==> config.mk <==
export PLATFORM = sky130hd
export DESIGN_NAME = rand_range_gen_flat
export DESIGN_NICKNAME = d
export VERILOG_FILES = /design/src/rtl/rand_range_gen_if.sv /design/src/rtl/rand_range_gen.sv /design/src/flat_wrapper.sv
export SDC_FILE = /design/constraint.sdc
export NUM_CORES = 1
export LEC_CHECK = 0
export BUFFER_PORTS_ARGS = -buffer_cell sky130_fd_sc_hd__buf_4
export CORE_MARGIN = 3
export CORE_UTILIZATION = 49
export CTS_CLUSTER_DIAMETER = 100
export DETAILED_ROUTE_END_ITERATION = 8
export PLACE_DENSITY = 0.87
export SETUP_SLACK_MARGIN = 0.2
export SYNTH_ARGS = -nofsm -noshare
export SYNTH_HDL_FRONTEND = slang
export SYNTH_SLANG_ARGS = --single-unit
export TNS_END_PERCENT = 1
==> constraint.sdc <==
create_clock -name i_clk -period 2 [get_ports i_clk]
set_clock_uncertainty 0.1 [all_clocks]
set_input_delay 0.5 -clock i_clk [delete_from_list [all_inputs] [get_ports i_clk]]
set_output_delay 0.5 -clock i_clk [all_outputs]
set_load 0.01 [all_outputs]
==> src/rtl/rand_range_gen_if.sv <==
// Request and divider handshake bundle for rand_range_gen.
// slave: the generator's view; master: the requester/divider environment.
interface rand_range_gen_if;
  logic        req;
  logic [31:0] range_val;
  logic        busy;
  logic        rnd_valid;
  logic [31:0] rnd;
  logic        err;
  logic        mod_gen;
  logic [31:0] mod_dividend;
  logic [31:0] mod_divisor;
  logic        mod_gen_end;
  logic [31:0] mod_res;

  modport slave (
    input  req,
    input  range_val,
    input  mod_gen_end,
    input  mod_res,
    output busy,
    output rnd_valid,
    output rnd,
    output err,
    output mod_gen,
    output mod_dividend,
    output mod_divisor
  );

  modport master (
    output req,
    output range_val,
    output mod_gen_end,
    output mod_res,
    input  busy,
    input  rnd_valid,
    input  rnd,
    input  err,
    input  mod_gen,
    input  mod_dividend,
    input  mod_divisor
  );
endinterface

==> src/rtl/rand_range_gen.sv <==
// Bounded pseudo-random source: a Galois LFSR value reduced modulo range by an external divider.
// Optional WAIT watchdog enabled by defining RAND_RANGE_TIMEOUT_EN.
module rand_range_gen #(
  parameter logic [31:0] SEED    = 32'h0000_0001,
  parameter logic [31:0] TAPS    = 32'h8020_0003,
  parameter int unsigned TIMEOUT = 64
) (
  input logic             i_clk,
  input logic             i_rst,
  rand_range_gen_if.slave io_bus
);

  localparam logic [1:0] StIdle   = 2'd0;
  localparam logic [1:0] StLaunch = 2'd1;
  localparam logic [1:0] StWait   = 2'd2;
  localparam logic [1:0] StDone   = 2'd3;

  // An all-zero LFSR would lock up, so a zero seed is promoted to 1.
  localparam logic [31:0] SeedEff = (SEED == 32'd0) ? 32'd1 : SEED;

  if (TIMEOUT == 0) begin : g_bad_timeout
    $error("rand_range_gen: TIMEOUT must be nonzero");
  end

  logic [1:0]  r_state;
  logic [1:0]  w_state_next;
  logic [31:0] r_lfsr;
  logic [31:0] w_lfsr_next;
  logic [31:0] w_lfsr_step;
  logic [31:0] r_rnd;
  logic [31:0] w_rnd_next;
  logic [31:0] r_dividend;
  logic [31:0] w_dividend_next;
  logic [31:0] r_divisor;
  logic [31:0] w_divisor_next;
  logic        r_err;
  logic        w_err_next;
  logic        w_range_zero;

`ifdef RAND_RANGE_TIMEOUT_EN
  localparam int unsigned CntW = (TIMEOUT > 1) ? $clog2(TIMEOUT) : 1;
  localparam logic [CntW-1:0] CntLast = CntW'(TIMEOUT - 1);

  logic [CntW-1:0] r_cnt;
  logic [CntW-1:0] w_cnt_next;
  logic            w_expired;

  assign w_expired = (r_cnt == CntLast);
`endif

  assign w_range_zero = (io_bus.range_val == 32'd0);
  assign w_lfsr_step  = r_lfsr[0] ? ((r_lfsr >> 1) ^ TAPS) : (r_lfsr >> 1);

  always_comb begin
    w_state_next    = r_state;
    w_lfsr_next     = r_lfsr;
    w_rnd_next      = r_rnd;
    w_dividend_next = r_dividend;
    w_divisor_next  = r_divisor;
    w_err_next      = 1'b0;
`ifdef RAND_RANGE_TIMEOUT_EN
    w_cnt_next      = r_cnt;
`endif
    case (r_state)
      StIdle: begin
        if (io_bus.req) begin
          if (w_range_zero) begin
            w_err_next = 1'b1;
          end else begin
            w_lfsr_next     = w_lfsr_step;
            w_dividend_next = w_lfsr_step;
            w_divisor_next  = io_bus.range_val;
            w_state_next    = StLaunch;
          end
        end
      end
      StLaunch: begin
        w_state_next = StWait;
`ifdef RAND_RANGE_TIMEOUT_EN
        w_cnt_next   = '0;
`endif
      end
      StWait: begin
        // A completion in the final watchdog cycle still wins over the timeout.
        if (io_bus.mod_gen_end) begin
          w_rnd_next   = io_bus.mod_res;
          w_state_next = StDone;
        end
`ifdef RAND_RANGE_TIMEOUT_EN
        else if (w_expired) begin
          w_err_next   = 1'b1;
          w_state_next = StIdle;
        end else begin
          w_cnt_next = r_cnt + CntW'(1);
        end
`endif
      end
      StDone: begin
        w_state_next = StIdle;
      end
      default: begin
        w_state_next = StIdle;
      end
    endcase
  end

  always_ff @(posedge i_clk) begin
    if (i_rst) begin
      r_state    <= StIdle;
      r_lfsr     <= SeedEff;
      r_rnd      <= 32'd0;
      r_dividend <= 32'd0;
      r_divisor  <= 32'd0;
      r_err      <= 1'b0;
    end else begin
      r_state    <= w_state_next;
      r_lfsr     <= w_lfsr_next;
      r_rnd      <= w_rnd_next;
      r_dividend <= w_dividend_next;
      r_divisor  <= w_divisor_next;
      r_err      <= w_err_next;
    end
  end

`ifdef RAND_RANGE_TIMEOUT_EN
  always_ff @(posedge i_clk) begin
    if (i_rst) begin
      r_cnt <= '0;
    end else begin
      r_cnt <= w_cnt_next;
    end
  end
`endif

  assign io_bus.busy         = (r_state != StIdle);
  assign io_bus.rnd_valid    = (r_state == StDone);
  assign io_bus.mod_gen      = (r_state == StLaunch);
  assign io_bus.err          = r_err;
  assign io_bus.rnd          = r_rnd;
  assign io_bus.mod_dividend = r_dividend;
  assign io_bus.mod_divisor  = r_divisor;

endmodule

==> src/flat_wrapper.sv <==
// flat-port wrapper written by rule: the top's interface ports become plain ports
module rand_range_gen_flat 
#(
  parameter logic [31:0] SEED    = 32'h0000_0001,
  parameter logic [31:0] TAPS    = 32'h8020_0003,
  parameter int unsigned TIMEOUT = 64
)
  (i_clk, i_rst, io_bus_req, io_bus_range_val, io_bus_mod_gen_end, io_bus_mod_res, io_bus_busy, io_bus_rnd_valid, io_bus_rnd, io_bus_err, io_bus_mod_gen, io_bus_mod_dividend, io_bus_mod_divisor);
  rand_range_gen_if io_bus_i ();
  input logic i_clk;
  input logic i_rst;
  input wire logic [$bits(io_bus_i.req)-1:0] io_bus_req;
  input wire logic [$bits(io_bus_i.range_val)-1:0] io_bus_range_val;
  input wire logic [$bits(io_bus_i.mod_gen_end)-1:0] io_bus_mod_gen_end;
  input wire logic [$bits(io_bus_i.mod_res)-1:0] io_bus_mod_res;
  output wire logic [$bits(io_bus_i.busy)-1:0] io_bus_busy;
  output wire logic [$bits(io_bus_i.rnd_valid)-1:0] io_bus_rnd_valid;
  output wire logic [$bits(io_bus_i.rnd)-1:0] io_bus_rnd;
  output wire logic [$bits(io_bus_i.err)-1:0] io_bus_err;
  output wire logic [$bits(io_bus_i.mod_gen)-1:0] io_bus_mod_gen;
  output wire logic [$bits(io_bus_i.mod_dividend)-1:0] io_bus_mod_dividend;
  output wire logic [$bits(io_bus_i.mod_divisor)-1:0] io_bus_mod_divisor;
  assign io_bus_i.req = io_bus_req;
  assign io_bus_i.range_val = io_bus_range_val;
  assign io_bus_i.mod_gen_end = io_bus_mod_gen_end;
  assign io_bus_i.mod_res = io_bus_mod_res;
  assign io_bus_busy = io_bus_i.busy;
  assign io_bus_rnd_valid = io_bus_i.rnd_valid;
  assign io_bus_rnd = io_bus_i.rnd;
  assign io_bus_err = io_bus_i.err;
  assign io_bus_mod_gen = io_bus_i.mod_gen;
  assign io_bus_mod_dividend = io_bus_i.mod_dividend;
  assign io_bus_mod_divisor = io_bus_i.mod_divisor;
  rand_range_gen #(.SEED(SEED), .TAPS(TAPS), .TIMEOUT(TIMEOUT)) u_core (.i_clk(i_clk), .i_rst(i_rst), .io_bus(io_bus_i));
endmodule
==> flow_summary.toml <==
[logic_synthesis]
seq_area_frac_synth = 0.450
synth_xor_area_frac = 0.00590
synth_cell_types = 29
synth-seq-cells = 100
synth_area_per_cell_um2 = 9.57
synthSimpleGateAreaFrac = 0.224
yosysTopAreaCellShare = 0.450
yosysTopAreaCell = "dfxtp_1"
synth_compound_area_frac = 0.0568
synth_top_family_by_area = "simple AND/OR/NAND/NOR gates"
yosysWarnings = 0
syn_inst = 465
mappedNetlistNets = 538
synthMuxAreaShare = 0.144
syn-cell-area_mm2 = 0.00445
synth_adder_area_share = 0.0141
synth_area_leaders = "dfxtp_1 45%, mux2i_1 14%, nand2b_1 13%"

[layout]
fill_cells = 726
utilization = 0.666
syn2layout_area_growth_pct = 31.1
nets = 665
final_cells = 705
final_cell_mix = "173 x buf_4, 98 x dfxtp_1, 94 x nand2b_1"
layout-drive-gt1-share = 0.355
mostFrequentLayoutCell = "buf_4"
diodes = 0

[power]
p_leak_nw = 2.57
clkPwrFrac = 0.218
p_comb_frac = 0.343
p_int_mw = 3.72
p_sw_frac = 0.331
p_per_area_mw_per_mm2 = 953
switchingPower_mw = 1.84
irDropWorstVdd_v = 0.000605
finalPower_mw = 5.56
seqPwrFrac = 0.439

[critical_path]
slowest_stage = "dfxtp_4"
worstSetupStartpointType = "register"
crit_chain = "inv_4, ha_4, inv_2, buf_4"
crit_family = "flip-flops"
cp_num_cells = 4
critPathMaxStageDelay_ps = 370
r2r_end = "u_core.r_lfsr[0]"
crit_buf_inv = 3
crit_path_max_fanout = 4
crit_type = "reg -> out"
ff2ff_path_depth = 5
r2r_slack_ps = 380
crit_start = "u_core.r_state[0]"
worstReg2RegStart = "u_core.r_state[0]"
critPathArrivalTime_ps = 1140
crit_path_end_kind = "output pin"
cp.required_ps = 1400
crit_end = "io_bus_busy"

[sta]
slew_headroom = 0.707
final-setup-viol-count = 0
clock.fmax_mhz = 575
rsz0062_at_grt = "false"
final.min_clock_period_ps = 1740
worst_slew_pin_slew_ps = 440
post-route-period-util = 0.869
hold_viol = 0
slew_violations = 0

[die]
num_rows = 34
die_x_um = 101
fp.dieH_um = 101
floorplan.initialDensity = 0.508
die_area_mm2 = 0.0103
core_mm2 = 0.00876
io_pins = 168

[global_route]
grt_pass1_wl_mm = 16.0
track_usage = 0.194
overflow = 0
antenna_found_initial = 0
grt_start_max_net_pins = 46
grt_pass1_vias = 3455

[detailed_routing]
routedWlPerCell_um = 14.2
drt_first_pass_iters = 5
first_iter_violations = 125
routed_wirelength_mm = 10.0
ant_nets = 0
vias_per_cell = 4.95
drc = 0
via_count = 3493

[placement]
hpwl_mm = 7.60
place.gp.congestion = 0.712
portBuffers = 167
placed_cells = 689

[clock_network]
htreeDepth = 3
cts_hold_buf = 0
cts_tree = "built"
cts_setup_buffers = 0
cts.path.max_buffers = 2
clock-sinks = 100
cts_root_buf = "clkbuf_8"
path_clk_slew_ps = 110
cts-buffers-inserted = 9
clkLatencyLatePin_ps = 360

[worst_hold_path]
hold_class = "in -> reg"

[job]
cap_violations = 0

[outcome]
status = "completed"
-- cells in the mapped netlist, drive strengths merged --
master and n:
dfxtp 100, nand2b 94, nand2 66, mux2i 63
buf 42, a21oi 33, clkbuf 20, nor4 9
inv 7, a211oi 6, ha 5, or2b 4
xor2 3, and4 2, nand4 2, or2 2
a2111oi 1, a21o 1, a22oi 1, and2 1
mux2 1, nor3 1, o31ai 1
-- worst min path at each step --
stage | slack [ps] | endpoint | from | cells after the start
2_1_floorplan | 370 | u_core.io_bus.mod_dividend[10] | u_core.io_bus.mod_dividend[10] | 2
3_3_place_gp | 340 | u_core.io_bus.rnd[3] | u_core.io_bus.rnd[3] | 2
3_5_place_dp | 350 | u_core.io_bus.rnd[3] | u_core.io_bus.rnd[3] | 2
4_1_cts | 250 | u_core.io_bus.rnd[25] | io_bus_mod_res[25] | 3
5_1_grt | 250 | u_core.io_bus.rnd[25] | io_bus_mod_res[25] | 3
6_report | 270 | u_core.io_bus.rnd[25] | io_bus_mod_res[25] | 3
-- kinds of logic (layout without fill, tap and decap cells) --
kind of cell    count (synthesis)  count (layout)
xor+xnor                        3               3
fa+ha+maj                       5               5
flops                         100             100
simple gates                  181             181
mux                            64              64
buf+inv                        69             201
compound gates                 43              43
-- flip-flops by register name (all words and copies together), names as in the netlist --
name                        cells
u_core.io_bus.err               1
u_core.io_bus.mod_dividend     31
u_core.r_lfsr                   2
u_core.io_bus.mod_divisor      32
u_core.r_state                  2
u_core.io_bus.rnd              32
-- layer usage --
metal / vias to the layer above / global-route usage / routed length [um]
met2: 109 / 0.325 / 4870
li1: 1748 / - / -
met1: 1613 / 0.232 / 4110
met4: 0 / 0.0736 / 221
met5: - / 0 / 0
met3: 23 / 0.0620 / 801
-- repair_timing --
item,4_1_cts,5_1_grt
cloned,0,0
setup endpoints to repair,2,1
resized for setup,6,5
-- cell type report --
type                       instances  area (um^2)  area share
multi-input combinational        296         2070       0.356
sequential                       100         2010       0.344
timing repair buffer             178         1400       0.240
tap                              108          135      0.0232
clock buffer                       9          124      0.0212
clock inverter                     7         60.1      0.0103
inverter                           7         31.3     0.00536
-- power by group through the flow --
stage | clock [mW] | combinational, mW | sequential, mW
after detailed placement | 0 | 1.89 | 2.46
after global placement | 0 | 1.84 | 2.46
after floorplan | 0 | 1.16 | 2.54
final | 1.21 | 1.91 | 2.44
after CTS | 1.25 | 1.92 | 2.43
after global routing | 1.32 | 2.08 | 2.48
-- per-stage QoR --
| step | instance area [um^2] | TNS [ps] | setup WS [ps] | hold slack, ps |
|---|---|---|---|---|
| after floorplan | 4530 | 0 | 201 | 372 |
| after detailed placement | 5620 | -5.87 | -5.87 | 348 |
| after global placement | 5620 | 0 | 34.1 | 343 |
| after CTS | 5820 | 0 | 203 | 254 |
| after global routing | 5830 | 0 | 211 | 246 |
| final | 5830 | 0 | 262 | 270 |
-- tightest hold or removal path, cell delays in order --
cell and delay [ps]:
buf_4 110, nand2_1 40, a21oi_1 50
Note: power is estimated with default switching activity, not from simulation.
